File: config.mk
export PLATFORM = sky130hd
export DESIGN_NAME = ls49_input_conditioner
export DESIGN_NICKNAME = d
export VERILOG_FILES = /design/src/rtl/ls49_input_conditioner.sv
export SDC_FILE = /design/constraint.sdc
export NUM_CORES = 1
export LEC_CHECK = 0
export ABC_AREA = 1
export BUFFER_PORTS_ARGS = -buffer_cell sky130_fd_sc_hd__buf_2
export CAP_MARGIN = 5
export CELL_PAD_IN_SITES_DETAIL_PLACEMENT = 1
export CELL_PAD_IN_SITES_GLOBAL_PLACEMENT = 1
export CORE_UTILIZATION = 47
export CTS_BUF_LIST = sky130_fd_sc_hd__clkbuf_16
export CTS_CLUSTER_DIAMETER = 200
export CTS_CLUSTER_SIZE = 12
export DETAILED_ROUTE_END_ITERATION = 10
export PLACE_DENSITY = 0.84
export SLEW_MARGIN = 30
export SYNTH_ARGS = -nofsm -noshare
export SYNTH_HDL_FRONTEND = slang
export SYNTH_SLANG_ARGS = --single-unit
export TNS_END_PERCENT = 1
File: constraint.sdc
create_clock -name clk -period 3.6 [get_ports clk]
set_input_delay 0.36 -clock clk [delete_from_list [all_inputs] [get_ports clk]]
set_output_delay 0.36 -clock clk [all_outputs]
set_load 0.03 [all_outputs]
File: src/rtl/ls49_input_conditioner.sv
// Synchronizes and debounces the raw SN74LS49 header inputs into a clean digit/blanking pair.
// Optional self-test digit stepper is compiled in with `define LS49_SELF_TEST_EN.
module ls49_input_conditioner #(
   parameter int unsigned DEBOUNCE_CYCLES = 50000,
   parameter int unsigned STEP_CYCLES     = 25000000
) (
   input  logic       clk,
   input  logic       rst,
   input  logic       raw_a,
   input  logic       raw_b,
   input  logic       raw_c,
   input  logic       raw_d,
   input  logic       raw_bi_n,
   input  logic       self_test,
   output logic [3:0] digit,
   output logic       bi_n,
   output logic       changed
);

   localparam int unsigned CW = $clog2(DEBOUNCE_CYCLES) + 1;
   localparam logic [CW-1:0] DB_LAST = CW'(DEBOUNCE_CYCLES - 1);

   // Bit order {bi_n, d, c, b, a} so the low nibble is the BCD digit.
   logic [4:0]    raw;
   logic [4:0]    sync1;
   logic [4:0]    sync2;
   logic [4:0]    stable;
   logic [CW-1:0] cnt [5];
   logic [3:0]    sel_digit;
   logic          sel_bi_n;

   assign raw = {raw_bi_n, raw_d, raw_c, raw_b, raw_a};

   always_ff @(posedge clk or posedge rst) begin
      if (rst) begin
         sync1 <= '0;
         sync2 <= '0;
      end else begin
         sync1 <= raw;
         sync2 <= sync1;
      end
   end

   always_ff @(posedge clk or posedge rst) begin
      if (rst) begin
         stable <= '0;
         for (int unsigned i = 0; i < 5; i++) cnt[i] <= '0;
      end else begin
         for (int unsigned i = 0; i < 5; i++) begin
            if (sync2[i] == stable[i]) begin
               cnt[i] <= '0;
            end else if (cnt[i] == DB_LAST) begin
               stable[i] <= sync2[i];
               cnt[i]    <= '0;
            end else begin
               cnt[i] <= cnt[i] + 1'b1;
            end
         end
      end
   end

`ifdef LS49_SELF_TEST_EN
   localparam int unsigned PW = $clog2(STEP_CYCLES) + 1;
   localparam logic [PW-1:0] STEP_LAST = PW'(STEP_CYCLES - 1);

   logic          st_sync1;
   logic          st_sync2;
   logic [PW-1:0] presc;
   logic [3:0]    step;

   always_ff @(posedge clk or posedge rst) begin
      if (rst) begin
         st_sync1 <= 1'b0;
         st_sync2 <= 1'b0;
      end else begin
         st_sync1 <= self_test;
         st_sync2 <= st_sync1;
      end
   end

   // Held at zero outside self-test, so entry always starts from digit 0.
   always_ff @(posedge clk or posedge rst) begin
      if (rst) begin
         presc <= '0;
         step  <= '0;
      end else if (!st_sync2) begin
         presc <= '0;
         step  <= '0;
      end else if (presc == STEP_LAST) begin
         presc <= '0;
         step  <= step + 4'd1;
      end else begin
         presc <= presc + 1'b1;
      end
   end

   always_comb begin
      sel_digit = stable[3:0];
      sel_bi_n  = stable[4];
      if (st_sync2) begin
         sel_digit = step;
         sel_bi_n  = 1'b1;
      end
   end
`else
   logic unused_self_test;
   assign unused_self_test = self_test;

   always_comb begin
      sel_digit = stable[3:0];
      sel_bi_n  = stable[4];
   end
`endif

   always_ff @(posedge clk or posedge rst) begin
      if (rst) begin
         digit   <= '0;
         bi_n    <= 1'b0;
         changed <= 1'b0;
      end else begin
         digit   <= sel_digit;
         bi_n    <= sel_bi_n;
         changed <= (sel_digit != digit) || (sel_bi_n != bi_n);
      end
   end

endmodule
==> impl_metrics.tcl <==
set metrics [dict create \
    yosysSeqAreaShare_pct 47.4 \
    endpoint_kind "flip-flop" \
    fin_crit_sh_pct 41.4 \
    ys_warn_count 0 \
    vias 4651 \
    grt_pass1_vias 5089 \
    rsz0062_at_grt "false" \
    tns_ns 0 \
    hp-start "raw_b" \
    synth_cell_types 22 \
    grt_usage_pct 24.2 \
    drt_iter0_drc 160 \
    grt_pass1_wl_um 23700 \
    drc 4 \
    slew_headroom_pct 49.9 \
    crit_chain "ha_1 > nand2_1 > nor2_2 > nand2_1 > o21bai_1 > nand2_1 > nor2_1" \
    arrival_ns 1.77 \
    critPathSlowestCell "dfrtp_1" \
    min_path_type "in2reg" \
    cts.sinks 106 \
    critPathMostFrequentCell "nand2_1" \
    syn-cell-area_mm2 0.00560 \
    antenna_found_initial 0 \
    postRouteAntennaNets 0 \
    hpwlAfterDp_um 10100 \
    post-route-util_pct 53.7 \
    tightest_slew_ns 0.751 \
    worst_ep_required_time_ns 3.88 \
    regToRegStartpoint "cnt[0]$_DFF_PP0_" \
    leakage_nw 2.66 \
    grtUsageMet3_pct 5.36 \
    met2_usage_pct 46.0 \
    netlist_instances 713 \
    drv_slew 0 \
    top_usage_layer "met2" \
    insertedDiodeCount 0 \
    clock.fmax_mhz 671 \
    start_util_pct 48.6 \
    hold_viol_final 0 \
    syn_avg_cell_area_um2 7.85 \
    die_y_um 111 \
    fillers 1445 \
    hold_path_end "sync1[1]$_DFF_PP0_" \
    multiInputGateArea_mm2 0.00262 \
    clockRootBuffer "clkbuf_16" \
    grt_max_degree 61 \
    cts_buffers 9 \
    ys_ff_latch 106 \
    reg2reg_depth 7 \
    layout_common_cells "nand2_1, nor2_1, dfrtp_1" \
    via_per_inst 5.26 \
    cp_max_fo 4 \
    tritoncts "done" \
    core-area_mm2 0.0115 \
    seqCellArea_mm2 0.00265 \
    reg2reg_setup_slack_ns 2.11 \
    hold_path_depth 1 \
    critPathMaxStageDelay_ns 0.39 \
    die-area_mm2 0.0124 \
    peakVddDrop_uv 289 \
    die_x_um 111 \
    setup_viol 0 \
    gp_congestion 0.845 \
    path_clk_slew_ns 0.07 \
    portBuffers 12 \
    cts_resized 0 \
    drtPass1Iterations 7 \
    violations "design-rule violations" \
    grt_use_met1_pct 26.9 \
    drive_gt1_share_pct 14.0 \
    avgRoutedWirePerCell_um 15.5 \
    fp-row-count 39 \
    cts_hold_repair.buffers 0 \
    crit_type "reg2reg" \
    final_nets 751 \
    clockBufferDepth 2 \
    area_growth_pct 10.5 \
    post_cts_buffers 0 \
    cts_max_level 3 \
    powerDensity_mw_per_mm2 391 \
    outcome "complete, but fails checks" \
    period_needed_ns 1.49 \
    fin_hold_ws_ns 0.111 \
    critical_path.startpoint_type "flip-flop" \
    reg2reg_to "cnt[10]$_DFF_PP0_" \
    mostFrequentLayoutCell "nand2_1" \
    routed_wl_um 13700 \
    grt-ovfl-total 0 \
    clk_latency_ns 0.35 \
    drv_cap 0 \
    synth_nets 726 \
    clock_skew_ns 0.00595 \
    io_pins 14 \
]
logic make-up after synthesis:
| logic type | count (synthesis) | share of synthesized area [%] |
|---|---|---|
| and+or+nand+nor | 441 | 36.0 |
| DFF | 106 | 47.4 |
| buffers and inverters | 88 | 5.90 |
| AOI/OAI and AO/OA | 37 | 3.58 |
| xor gates and xnor gates | 36 | 6.03 |
| adders and majority gates | 5 | 1.12 |
state kept, by name, summed over array words and instances (netlist names):
name     flops
changed      1
sync2        5
sync1        5
stable       5
bi_n         1
digit        4
cnt         85
cells in the mapped netlist:
library cell    n  area share [%]
nand2_1       168              11
nor2_1        141             9.5
dfrtp_1       106              47
inv_1          79             5.3
nand3_1        51             4.6
nor2_2         26             2.9
xor2_1         24             3.8
nand2_2        19             2.1
nand4_1        14             1.6
o21ai_1        13             1.2
a21oi_1        11            0.98
inv_2           9            0.60
xnor2_1         9             1.4
o21ai_0         7            0.63
nand3_2         6             1.1
nor2_4          6             1.2
o21bai_1        6            0.80
ha_1            5             1.1
nand2_4         5             1.0
nor3b_1         3            0.40
xor2_2          3            0.87
nor3b_2         2            0.45
per-stage QoR:
step | worst slack (ns) | cell area (um2) | std cells | power [mW]
4_1_cts | 2.08 | 6190 | 885 | 2.45
3_5_place_dp | 2.11 | 5860 | 870 | 1.34
3_3_place_gp | 2.20 | 5860 | 870 | 1.33
6_report | 2.11 | 6190 | 885 | 2.42
5_1_grt | 1.91 | 6190 | 885 | 2.50
2_1_floorplan | 0.451 | 5600 | 713 | 1.31
worst max-delay path by stage:
stage / startpoint / endpoint / slack [ns] / cells past startpoint
after floorplan: rst / bi_n$_DFF_PP0_ / 0.45 / 1
after global placement: rst / cnt[54]$_DFF_PP0_ / 2.20 / 3
after detailed placement: cnt[34]$_DFF_PP0_ / cnt[49]$_DFF_PP0_ / 2.11 / 6
after CTS: cnt[0]$_DFF_PP0_ / cnt[10]$_DFF_PP0_ / 2.08 / 7
after global routing: cnt[0]$_DFF_PP0_ / cnt[10]$_DFF_PP0_ / 1.91 / 7
final: cnt[0]$_DFF_PP0_ / cnt[10]$_DFF_PP0_ / 2.11 / 7
critical path, delay by kind of cell (launching register included):
family	cells	cell delay (ns)
AOI/OAI and AO/OA	1	0.20
and+or+nand+nor	5	0.60
adders and majority gates	1	0.23
DFF	1	0.39
area by class of cell:
cell class	instances	area share, %
Clock buffer	9	3.64
Clock inverter	6	1.72
Inverter	88	5.38
Multi-Input combinational cell	519	42.3
Sequential cell	106	42.9
Tap cell	143	2.89
Timing Repair Buffer	14	1.21
routing by layer:
layer  up-vias  part of all wire (%)
li1       2253                     -
met1      2329                    41
met2        45                    54
met3        24                   2.7
met4         0                   2.1
met5         -                     0
where the power goes:
part,internal (mW),switching (mW),total [mW]
logic,0.0216,0.0616,0.0832
clock network,0.674,0.434,1.11
registers,1.21,0.0184,1.23
Power figures use the tool's default switching activity.
